File: config.mk
export PLATFORM = sky130hd
export DESIGN_NAME = frame_rx_flat
export DESIGN_NICKNAME = d
export VERILOG_FILES = /design/src/rtl/frame_rx_if.sv /design/src/rtl/frame_rx.sv /design/src/flat_wrapper.sv
export SDC_FILE = /design/constraint.sdc
export NUM_CORES = 1
export LEC_CHECK = 0
export BUFFER_PORTS_ARGS = -buffer_cell sky130_fd_sc_hd__clkbuf_2
export CAP_MARGIN = 5
export CELL_PAD_IN_SITES_DETAIL_PLACEMENT = 1
export CELL_PAD_IN_SITES_GLOBAL_PLACEMENT = 1
export CORE_MARGIN = 1
export CORE_UTILIZATION = 40
export DETAILED_ROUTE_END_ITERATION = 12
export PLACE_DENSITY = 0.64
export SYNTH_ARGS = -nofsm -noshare
export SYNTH_HDL_FRONTEND = slang
export SYNTH_SLANG_ARGS = --single-unit
File: constraint.sdc
create_clock -name clk -period 2 [get_ports clk]
set_input_delay 0.2 -clock clk [delete_from_list [all_inputs] [get_ports clk]]
set_output_delay 0.2 -clock clk [all_outputs]
set_load 0.05 [all_outputs]
File: src/rtl/frame_rx_if.sv
// frame_rx bus bundle: strobed input words and the body-word
// ready/valid output stream.
interface frame_rx_if #(
  parameter int W = 8
);
  logic         bus_valid;
  logic [W-1:0] bus_data;
  logic         m_valid;
  logic [W-1:0] m_data;
  logic         m_last;
  logic         m_ready;

  modport master (
    output bus_valid,
    output bus_data,
    output m_ready,
    input  m_valid,
    input  m_data,
    input  m_last
  );

  modport slave (
    input  bus_valid,
    input  bus_data,
    input  m_ready,
    output m_valid,
    output m_data,
    output m_last
  );
endinterface

File: src/rtl/frame_rx.sv
// frame_rx: parses head/body/tail frames, queues body words,
// checks XOR checksum, aborts stalled frames, flags stray words.
module frame_rx #(
  parameter int       W        = 8,
  parameter logic [3:0] HEAD_TAG = 4'hA,
  parameter int       DEPTH    = 4,
  parameter int       TIMEOUT  = 8
) (
  input  logic       clk,
  input  logic       rst,
  frame_rx_if.slave  bus,
  output logic       frame_done,
  output logic       frame_ok,
  output logic [1:0] err_code,
  output logic       hdr_err
);

  localparam int LW = W - 4;
  localparam int AW = $clog2(DEPTH);
  localparam int GW = $clog2(TIMEOUT + 1);

  typedef enum logic [1:0] {
    IDLE,
    BODY,
    TAIL
  } state_t;

  state_t        state;
  logic [LW-1:0] cnt;
  logic [W-1:0]  xacc;
  logic [GW-1:0] gap;
  logic          ovf;

  logic [W:0]    mem [DEPTH];
  logic [AW:0]   wptr;
  logic [AW:0]   rptr;

  logic          empty;
  logic          full;
  logic          pop;
  logic          push;
  logic          push_ok;
  logic          last_w;
  logic [3:0]    tag;
  logic [LW-1:0] len;
  logic          head_ok;
  logic [1:0]    tail_err;

  assign tag     = bus.bus_data[W-1:W-4];
  assign len     = bus.bus_data[W-5:0];
  assign head_ok = (tag == HEAD_TAG) && (len != '0);

  assign empty = (wptr == rptr);
  assign full  = (wptr[AW-1:0] == rptr[AW-1:0]) &&
                 (wptr[AW] != rptr[AW]);
  assign pop   = ~empty & bus.m_ready;

  assign push    = (state == BODY) & bus.bus_valid;
  assign push_ok = push & (~full | pop);
  assign last_w  = (cnt == LW'(1));

  always_comb begin
    tail_err = 2'd0;
    if (ovf)
      tail_err = 2'd2;
    else if (bus.bus_data != xacc)
      tail_err = 2'd1;
  end

  // Output word is read straight from the queue head; gated to 0 when empty.
  assign bus.m_valid = ~empty;
  assign bus.m_data  = empty ? '0 : mem[rptr[AW-1:0]][W-1:0];
  assign bus.m_last  = empty ? 1'b0 : mem[rptr[AW-1:0]][W];

  always_ff @(posedge clk) begin
    if (push_ok)
      mem[wptr[AW-1:0]] <= {last_w, bus.bus_data};
  end

  always_ff @(posedge clk or posedge rst) begin
    if (rst) begin
      wptr <= '0;
      rptr <= '0;
    end else begin
      if (push_ok)
        wptr <= wptr + 1'b1;
      if (pop)
        rptr <= rptr + 1'b1;
    end
  end

  always_ff @(posedge clk or posedge rst) begin
    if (rst) begin
      state      <= IDLE;
      cnt        <= '0;
      xacc       <= '0;
      gap        <= '0;
      ovf        <= 1'b0;
      frame_done <= 1'b0;
      frame_ok   <= 1'b0;
      err_code   <= 2'd0;
      hdr_err    <= 1'b0;
    end else begin
      frame_done <= 1'b0;
      frame_ok   <= 1'b0;
      err_code   <= 2'd0;
      hdr_err    <= 1'b0;
      unique case (state)
        IDLE: begin
          gap <= '0;
          if (bus.bus_valid) begin
            if (head_ok) begin
              cnt   <= len;
              xacc  <= '0;
              ovf   <= 1'b0;
              state <= BODY;
            end else begin
              hdr_err <= 1'b1;
            end
          end
        end
        BODY, TAIL: begin
          if (bus.bus_valid) begin
            gap <= '0;
            if (state == BODY) begin
              xacc <= xacc ^ bus.bus_data;
              cnt  <= cnt - 1'b1;
              if (push & ~push_ok)
                ovf <= 1'b1;
              if (last_w)
                state <= TAIL;
            end else begin
              frame_done <= 1'b1;
              frame_ok   <= (tail_err == 2'd0);
              err_code   <= tail_err;
              state      <= IDLE;
            end
          end else if (gap == GW'(TIMEOUT - 1)) begin
            // Abort lands on the TIMEOUT-th consecutive idle edge.
            gap        <= '0;
            frame_done <= 1'b1;
            err_code   <= 2'd3;
            state      <= IDLE;
          end else begin
            gap <= gap + 1'b1;
          end
        end
        default: state <= IDLE;
      endcase
    end
  end

endmodule

File: src/flat_wrapper.sv
// flat-port wrapper written by rule: the top's interface ports become plain ports
module frame_rx_flat 
#(
  parameter int       W        = 8,
  parameter logic [3:0] HEAD_TAG = 4'hA,
  parameter int       DEPTH    = 4,
  parameter int       TIMEOUT  = 8
)
  (clk, rst, frame_done, frame_ok, err_code, hdr_err, bus_bus_valid, bus_bus_data, bus_m_ready, bus_m_valid, bus_m_data, bus_m_last);
  frame_rx_if #(.W(W)) bus_i ();
  input  logic clk;
  input  logic rst;
  output logic frame_done;
  output logic frame_ok;
  output logic [1:0] err_code;
  output logic hdr_err;
  input wire logic [$bits(bus_i.bus_valid)-1:0] bus_bus_valid;
  input wire logic [$bits(bus_i.bus_data)-1:0] bus_bus_data;
  input wire logic [$bits(bus_i.m_ready)-1:0] bus_m_ready;
  output wire logic [$bits(bus_i.m_valid)-1:0] bus_m_valid;
  output wire logic [$bits(bus_i.m_data)-1:0] bus_m_data;
  output wire logic [$bits(bus_i.m_last)-1:0] bus_m_last;
  assign bus_i.bus_valid = bus_bus_valid;
  assign bus_i.bus_data = bus_bus_data;
  assign bus_i.m_ready = bus_m_ready;
  assign bus_m_valid = bus_i.m_valid;
  assign bus_m_data = bus_i.m_data;
  assign bus_m_last = bus_i.m_last;
  frame_rx #(.W(W), .HEAD_TAG(HEAD_TAG), .DEPTH(DEPTH), .TIMEOUT(TIMEOUT)) u_core (.clk(clk), .rst(rst), .bus(bus_i), .frame_done(frame_done), .frame_ok(frame_ok), .err_code(err_code), .hdr_err(hdr_err));
endmodule
==> flow_summary.json, run 1 <==
{
  "post-route-period-util_pct": 102,
  "crit_path_start_kind": "flip-flop",
  "p_leak_nw": 1.72,
  "critPathMaxFanout": 5,
  "grt_max_degree": 31,
  "clkSinkCount": 66,
  "vdd_drop_max_mv": 0.552,
  "clk_pin_slew_worst_paths_ns": 0.08,
  "syn_area_mm2": 0.00320,
  "hold_path_end": "u_core.rptr[0]",
  "synth-edff-count": 36,
  "ios": 27,
  "htreeDepth": 3,
  "initial_core_util_pct": 41.4,
  "reg2reg_depth": 6,
  "maxCapViolCount": 0,
  "syn_nets": 269,
  "avgViaCountPerCell": 5.37,
  "hold_path.class": "in2reg",
  "fillers": 792,
  "power.total_mw": 7.42,
  "final_common_cell": "edfxtp_1",
  "p_per_area_mw_per_mm2": 1810,
  "crit_required_ns": 1.80,
  "num_vias": 2197,
  "ys_ff_latch": 66,
  "hp-start": "bus_m_ready",
  "yosysWarnings": 0,
  "dpl.hpwl_mm": 5.40,
  "rr_endpoint": "u_core.mem[1][7]",
  "hold_viol_final": 0,
  "yosys.cell_types.count": 47,
  "synth_top_area_cell": "edfxtp_1",
  "dieArea_mm2": 0.00837,
  "drc": 0,
  "antenna_found_initial": 0,
  "drive_above_1_share_pct": 32.9,
  "gr-usage-all-layers_pct": 21.8,
  "core_mm2": 0.00773,
  "grt_pass1_vias": 2420,
  "die_w_um": 91.5,
  "detail-route-antenna-nets": 0,
  "synth_ff_type": "edfxtp_1",
  "nets": 327,
  "clock_latency_ns": 0.35,
  "synth_sequential_area_ratio_pct": 57.2,
  "cts.path.max_buffers": 2,
  "antenna_cells": 0,
  "cts_buffers": 9,
  "utilization_pct": 53.1,
  "slew_violations": 0,
  "die_h_um": 91.5,
  "fin_ws_ns": -0.0378,
  "reg2reg_from": "u_core.state[1]",
  "violations": "setup timing",
  "drtIter0Drc": 76,
  "worst_slew_pin_slew_ns": 0.523,
  "synthCells": 244,
  "fmax_ghz": 0.491,
  "num_rows": 32,
  "period_minus_slack_ns": 2.04,
  "critPathKind": "reg2out",
  "drt-total-wl_mm": 8.00,
  "hold_path_depth": 3,
  "cts-root-buf": "clkbuf_8",
  "portBuffers": 26,
  "endpoint_kind": "primary output",
  "async_flop_share_pct": 45.5,
  "setup_viol": 9,
  "gp_congestion": 0.755,
  "status": "finished with violations",
  "synthDominantCellAreaShare_pct": 33.8,
  "syn_avg_cell_area_um2": 13.1,
  "drt_first_pass_iters": 4,
  "rsz0062_at_grt": "yes",
  "pre_cts_ws_ns": -0.00272,
  "routedWlPerCell_um": 19.6,
  "maxSlewHeadroom_pct": 64.8,
  "skew_ns": 0.0103,
  "area_delta_synth_final_pct": 28.3,
  "rrSetupSlack_ns": 0.09,
  "arrival_ns": 1.84,
  "most-common-layout-cells": "edfxtp_1, dfrtp_1, buf_4, inv_1, clkbuf_2",
  "cts_tree": "built",
  "synth_area_leaders": "edfxtp_1, dfrtp_1, mux4_2, ha_1, a22o_1",
  "grt-ovfl-total": 0,
  "grt_pass1_wl_mm": 13.4
}
stage by stage:
stage                     cell area (um^2)  hold slack, ns  cells  TNS, ns
final                                 4110           0.168    409   -0.210
after global routing                  4110           0.172    409   -0.838
after CTS                             4080           0.153    406   -0.228
after detailed placement              3660           0.312    389  -0.0209
after global placement                3660           0.285    389        0
after floorplan                       3200           0.291    244        0
layout make-up:
type | instances | area, um^2 | area share, %
tap | 102 | 128 | 3.11
timing repair buffer | 56 | 566 | 13.8
multi-input combinational | 149 | 1300 | 31.7
clock inverter | 7 | 77.6 | 1.89
clock buffer | 9 | 124 | 3.02
inverter | 20 | 75.1 | 1.83
sequential | 66 | 1830 | 44.6
logic make-up (layout without fill, tap and decap cells):
family	after synthesis	after routing	synth area share (%)
xor+xnor	15	15	4.10
compound gates	43	43	10.2
fa+ha+maj	13	13	5.08
simple gates	64	64	11.5
flops	66	66	57.2
mux	14	14	8.13
buf+inv	29	92	3.79
synth_stat cells, drive strengths merged, types with 3 or more instances:
library cell   n
nor4           4
and2          14
a22o          10
dfrtp         30
ha            13
o21ai          5
nor2           5
nand2b         4
edfxtp        36
inv           20
xnor2          5
clkbuf         4
nand2         10
a31oi          3
nor3           3
xor2          10
buf            5
a21oi          3
mux2           3
nand3          9
o22ai          8
mux4           9
or3            3
sequential cells by signal, indices dropped and copies added, names as in the netlist:
signal,flops
u_core.cnt,4
u_core.err_code,2
u_core.frame_done,1
u_core.frame_ok,1
u_core.gap,4
u_core.hdr_err,1
u_core.mem,36
u_core.ovf,1
u_core.rptr,3
u_core.state,2
u_core.wptr,3
u_core.xacc,8
power by group:
| part | total, mW | internal (mW) | switching [mW] |
|---|---|---|---|
| combinational | 4.16 | 1.98 | 2.18 |
| clock | 1.15 | 0.584 | 0.571 |
| sequential | 2.11 | 1.82 | 0.285 |
| total | 7.42 | 4.39 | 3.03 |
layer usage:
metal / vias to the layer above / routed length (um) / GRT usage [%]
met3: 5 / 174 / 5.53
li1: 1031 / - / -
met5: - / 0 / 0
met2: 32 / 4320 / 38.6
met4: 0 / 65 / 5.03
met1: 1129 / 3450 / 26.4
what timing repair did:
action / in CTS / in global routing
hold endpoints to repair: 30 / 0
buffers inserted: 0 / 3
hold buffers: 1 / 0
setup endpoints to repair: 46 / 47
resized for setup: 37 / 2
pin swaps: 7 / 1
worst max-delay path by stage:
stage                             to            start  slack (ns)
finish                 bus_m_data[6]   u_core.rptr[0]       -0.04
global route           bus_m_data[0]   u_core.rptr[0]       -0.10
CTS                    bus_m_data[6]   u_core.rptr[0]       -0.04
detailed placement  u_core.mem[1][7]  u_core.state[1]      -0.003
global placement    u_core.mem[3][4]  u_core.state[1]        0.04
floorplan           u_core.mem[3][0]  u_core.state[1]        0.13
worst max-delay path: stages (launching register included):
cell      delay (ns)
dfrtp_2         0.46
buf_4           0.16
mux4_2          0.50
and2_1          0.18
clkbuf_8        0.17
No activity file was read; power rests on OpenSTA's default activity.
==> run 2: changes to the inputs <==
Settings changed: ABC_AREA set to 1, PLACE_DENSITY 0.64 to 0.67.
==> run 2 against run 1 <==
Effect of this change: the run now ends clean; critical path depth increased by 3; sequential power decreased by 7%; global-route usage decreased by 2.7 points; sequential share of layout area increased by 3.1 points; synthesized cell count increased by 38%; worst hold slack got worse by 0.049 ns; non-clock buffer count decreased by 12; clock power increased by 17%; design area decreased by 6.4%; critical endpoint is now bus_m_data[1].
==> flow_summary.json, run 2 <==
{
  "slowest_delay_ns": 0.42,
  "clkSinkCount": 66,
  "most-common-layout-cells": "nand2_1, nor2_1, edfxtp_1, inv_1, dfrtp_1",
  "post-route-period-util_pct": 94.6,
  "synth_ff_type": "edfxtp_1",
  "die_h_um": 92.4,
  "maxCapViolCount": 0,
  "htreeDepth": 3,
  "synthDominantCellAreaShare_pct": 33.1,
  "path_cells": "inv_1 -> buf_4 -> o21ai_0 -> o22ai_1 -> nand2_1 -> inv_1 -> buf_4",
  "synth_sequential_area_ratio_pct": 56.0,
  "power.total_mw": 6.89,
  "setup_viol": 0,
  "clock_latency_ns": 0.35,
  "slew_violations": 0,
  "fmax_ghz": 0.529,
  "drt_first_pass_iters": 4,
  "die_w_um": 92.4,
  "p_leak_nw": 1.78,
  "fillers": 915,
  "period_minus_slack_ns": 1.89,
  "p_per_area_mw_per_mm2": 1790,
  "synth-edff-count": 36,
  "synthCells": 336,
  "slowest_stage": "dfrtp_2",
  "worst_slew_pin_slew_ns": 0.405,
  "cts.path.max_buffers": 2,
  "drive_above_1_share_pct": 24.5,
  "endpoint_kind": "primary output",
  "routedWlPerCell_um": 15.0,
  "syn_avg_cell_area_um2": 9.73,
  "dpl.hpwl_mm": 5.15,
  "yosysWarnings": 0,
  "clk_pin_slew_worst_paths_ns": 0.08,
  "drc": 0,
  "final_common_cell": "nand2_1",
  "utilization_pct": 49.2,
  "drtIter0Drc": 75,
  "critPathMaxFanout": 10,
  "area_delta_synth_final_pct": 17.6,
  "gr-usage-all-layers_pct": 19.1,
  "ys_ff_latch": 66,
  "finalHoldWorstSlack_ns": 0.119,
  "initial_core_util_pct": 41.9,
  "maxSlewHeadroom_pct": 73.0,
  "ys_top_cells_by_count": "nand2_1, nor2_1, edfxtp_1, inv_1, dfrtp_1",
  "placed_area_mm2": 0.00353,
  "grt_pass1_vias": 2485,
  "nets": 405,
  "cts-root-buf": "clkbuf_8",
  "crit_required_ns": 1.80,
  "grt_pass1_wl_mm": 12.3,
  "yosysMostFrequentCell": "nand2_1",
  "syn_nets": 361,
  "num_vias": 2344,
  "syn_area_mm2": 0.00327,
  "tns_ns": 0,
  "drt-total-wl_mm": 7.31,
  "fin_area_mm2": 0.00384,
  "antenna_cells": 0,
  "cts_buffers": 9,
  "grt-ovfl-total": 0,
  "detail-route-antenna-nets": 0,
  "synth_area_leaders": "edfxtp_1, dfrtp_1, nand2_1, ha_1, nor2_1",
  "crit_path_start_kind": "flip-flop",
  "async_flop_share_pct": 45.5,
  "num_rows": 32,
  "largest_reg_flops": 36,
  "gp_congestion": 0.784,
  "hold_viol_final": 0,
  "dieArea_mm2": 0.00854,
  "synth_top_area_cell": "edfxtp_1",
  "avgViaCountPerCell": 4.82,
  "cts_tree": "built",
  "antenna_found_initial": 0,
  "portBuffers": 26,
  "yosys.cell_types.count": 30,
  "ios": 27,
  "grt_max_degree": 31,
  "core_mm2": 0.00781,
  "arrival_ns": 1.69,
  "hold_path.class": "in2reg",
  "vdd_drop_max_mv": 0.488,
  "status": "completed",
  "skew_ns": 0.00794,
  "critPathKind": "reg2out"
}
run 2: path summary, 6_finish.rpt:
path                                       from  slack [ns]          endpoint  cells past startpoint
worst max register to register  u_core.state[0]        0.22     u_core.cnt[2]                      8
max in group asynchronous                   rst        1.22    u_core.rptr[1]                      4
worst max-delay path             u_core.rptr[1]        0.11     bus_m_data[1]                      7
worst min-delay path            bus_bus_data[7]        0.12  u_core.mem[3][7]                      1
min in group asynchronous                   rst        0.46    u_core.wptr[2]                      4
worst min register to register   u_core.wptr[2]        0.51    u_core.wptr[2]                      2
run 2: where the power goes:
group / leakage, nW / switching, mW / internal (mW)
Sequential: 0.712 / 0.192 / 1.78
Combinational: 0.951 / 2.42 / 1.16
Clock: 0.113 / 0.528 / 0.815
run 2: metrics by stage:
step	std cells	setup slack, ns
after floorplan	336	0.301
after global placement	466	0.325
after detailed placement	466	0.239
after CTS	482	0.0260
after global routing	486	-0.00842
final	486	0.109
run 2: what timing repair did:
item	CTS	global route
buffers inserted	0	4
pin swaps	0	1
setup endpoints to repair	9	9
resized for setup	10	8
hold buffers	1	0
hold endpoints to repair	30	0
run 2: cell type report:
cell class | count | area (um^2) | share of cell area, %
Clock inverter | 6 | 106 | 2.77
Timing Repair Buffer | 44 | 300 | 7.81
Clock buffer | 9 | 124 | 3.22
Multi-Input combinational cell | 221 | 1210 | 31.4
Sequential cell | 66 | 1830 | 47.7
Inverter | 38 | 145 | 3.78
Tap cell | 102 | 128 | 3.32
run 2: metal layers:
layer  wire length (um)  global-route usage, %  up-vias
met1               3380                   22.8     1138
met3                248                   4.76        5
li1                   -                      -     1168
met2               3600                   33.6       33
met4                 80                   5.86        0
met5                  0                      0        -
run 2: cells by family after synthesis:
logic type,after synthesis,share of synthesized area [%]
AO/OA/AOI/OAI,45,7.92
XOR/XNOR,13,3.48
adder cells (fa/ha/maj),13,4.98
buffers and inverters,49,7.20
flip-flops,66,56.0
AND/OR/NAND/NOR,150,20.4
run 2: critical path, delay by kind of cell (launching register included):
family / cells / cell delay, ns
AND/OR/NAND/NOR: 1 / 0.07
flip-flops: 1 / 0.42
buffers and inverters: 4 / 0.52
AO/OA/AOI/OAI: 2 / 0.33
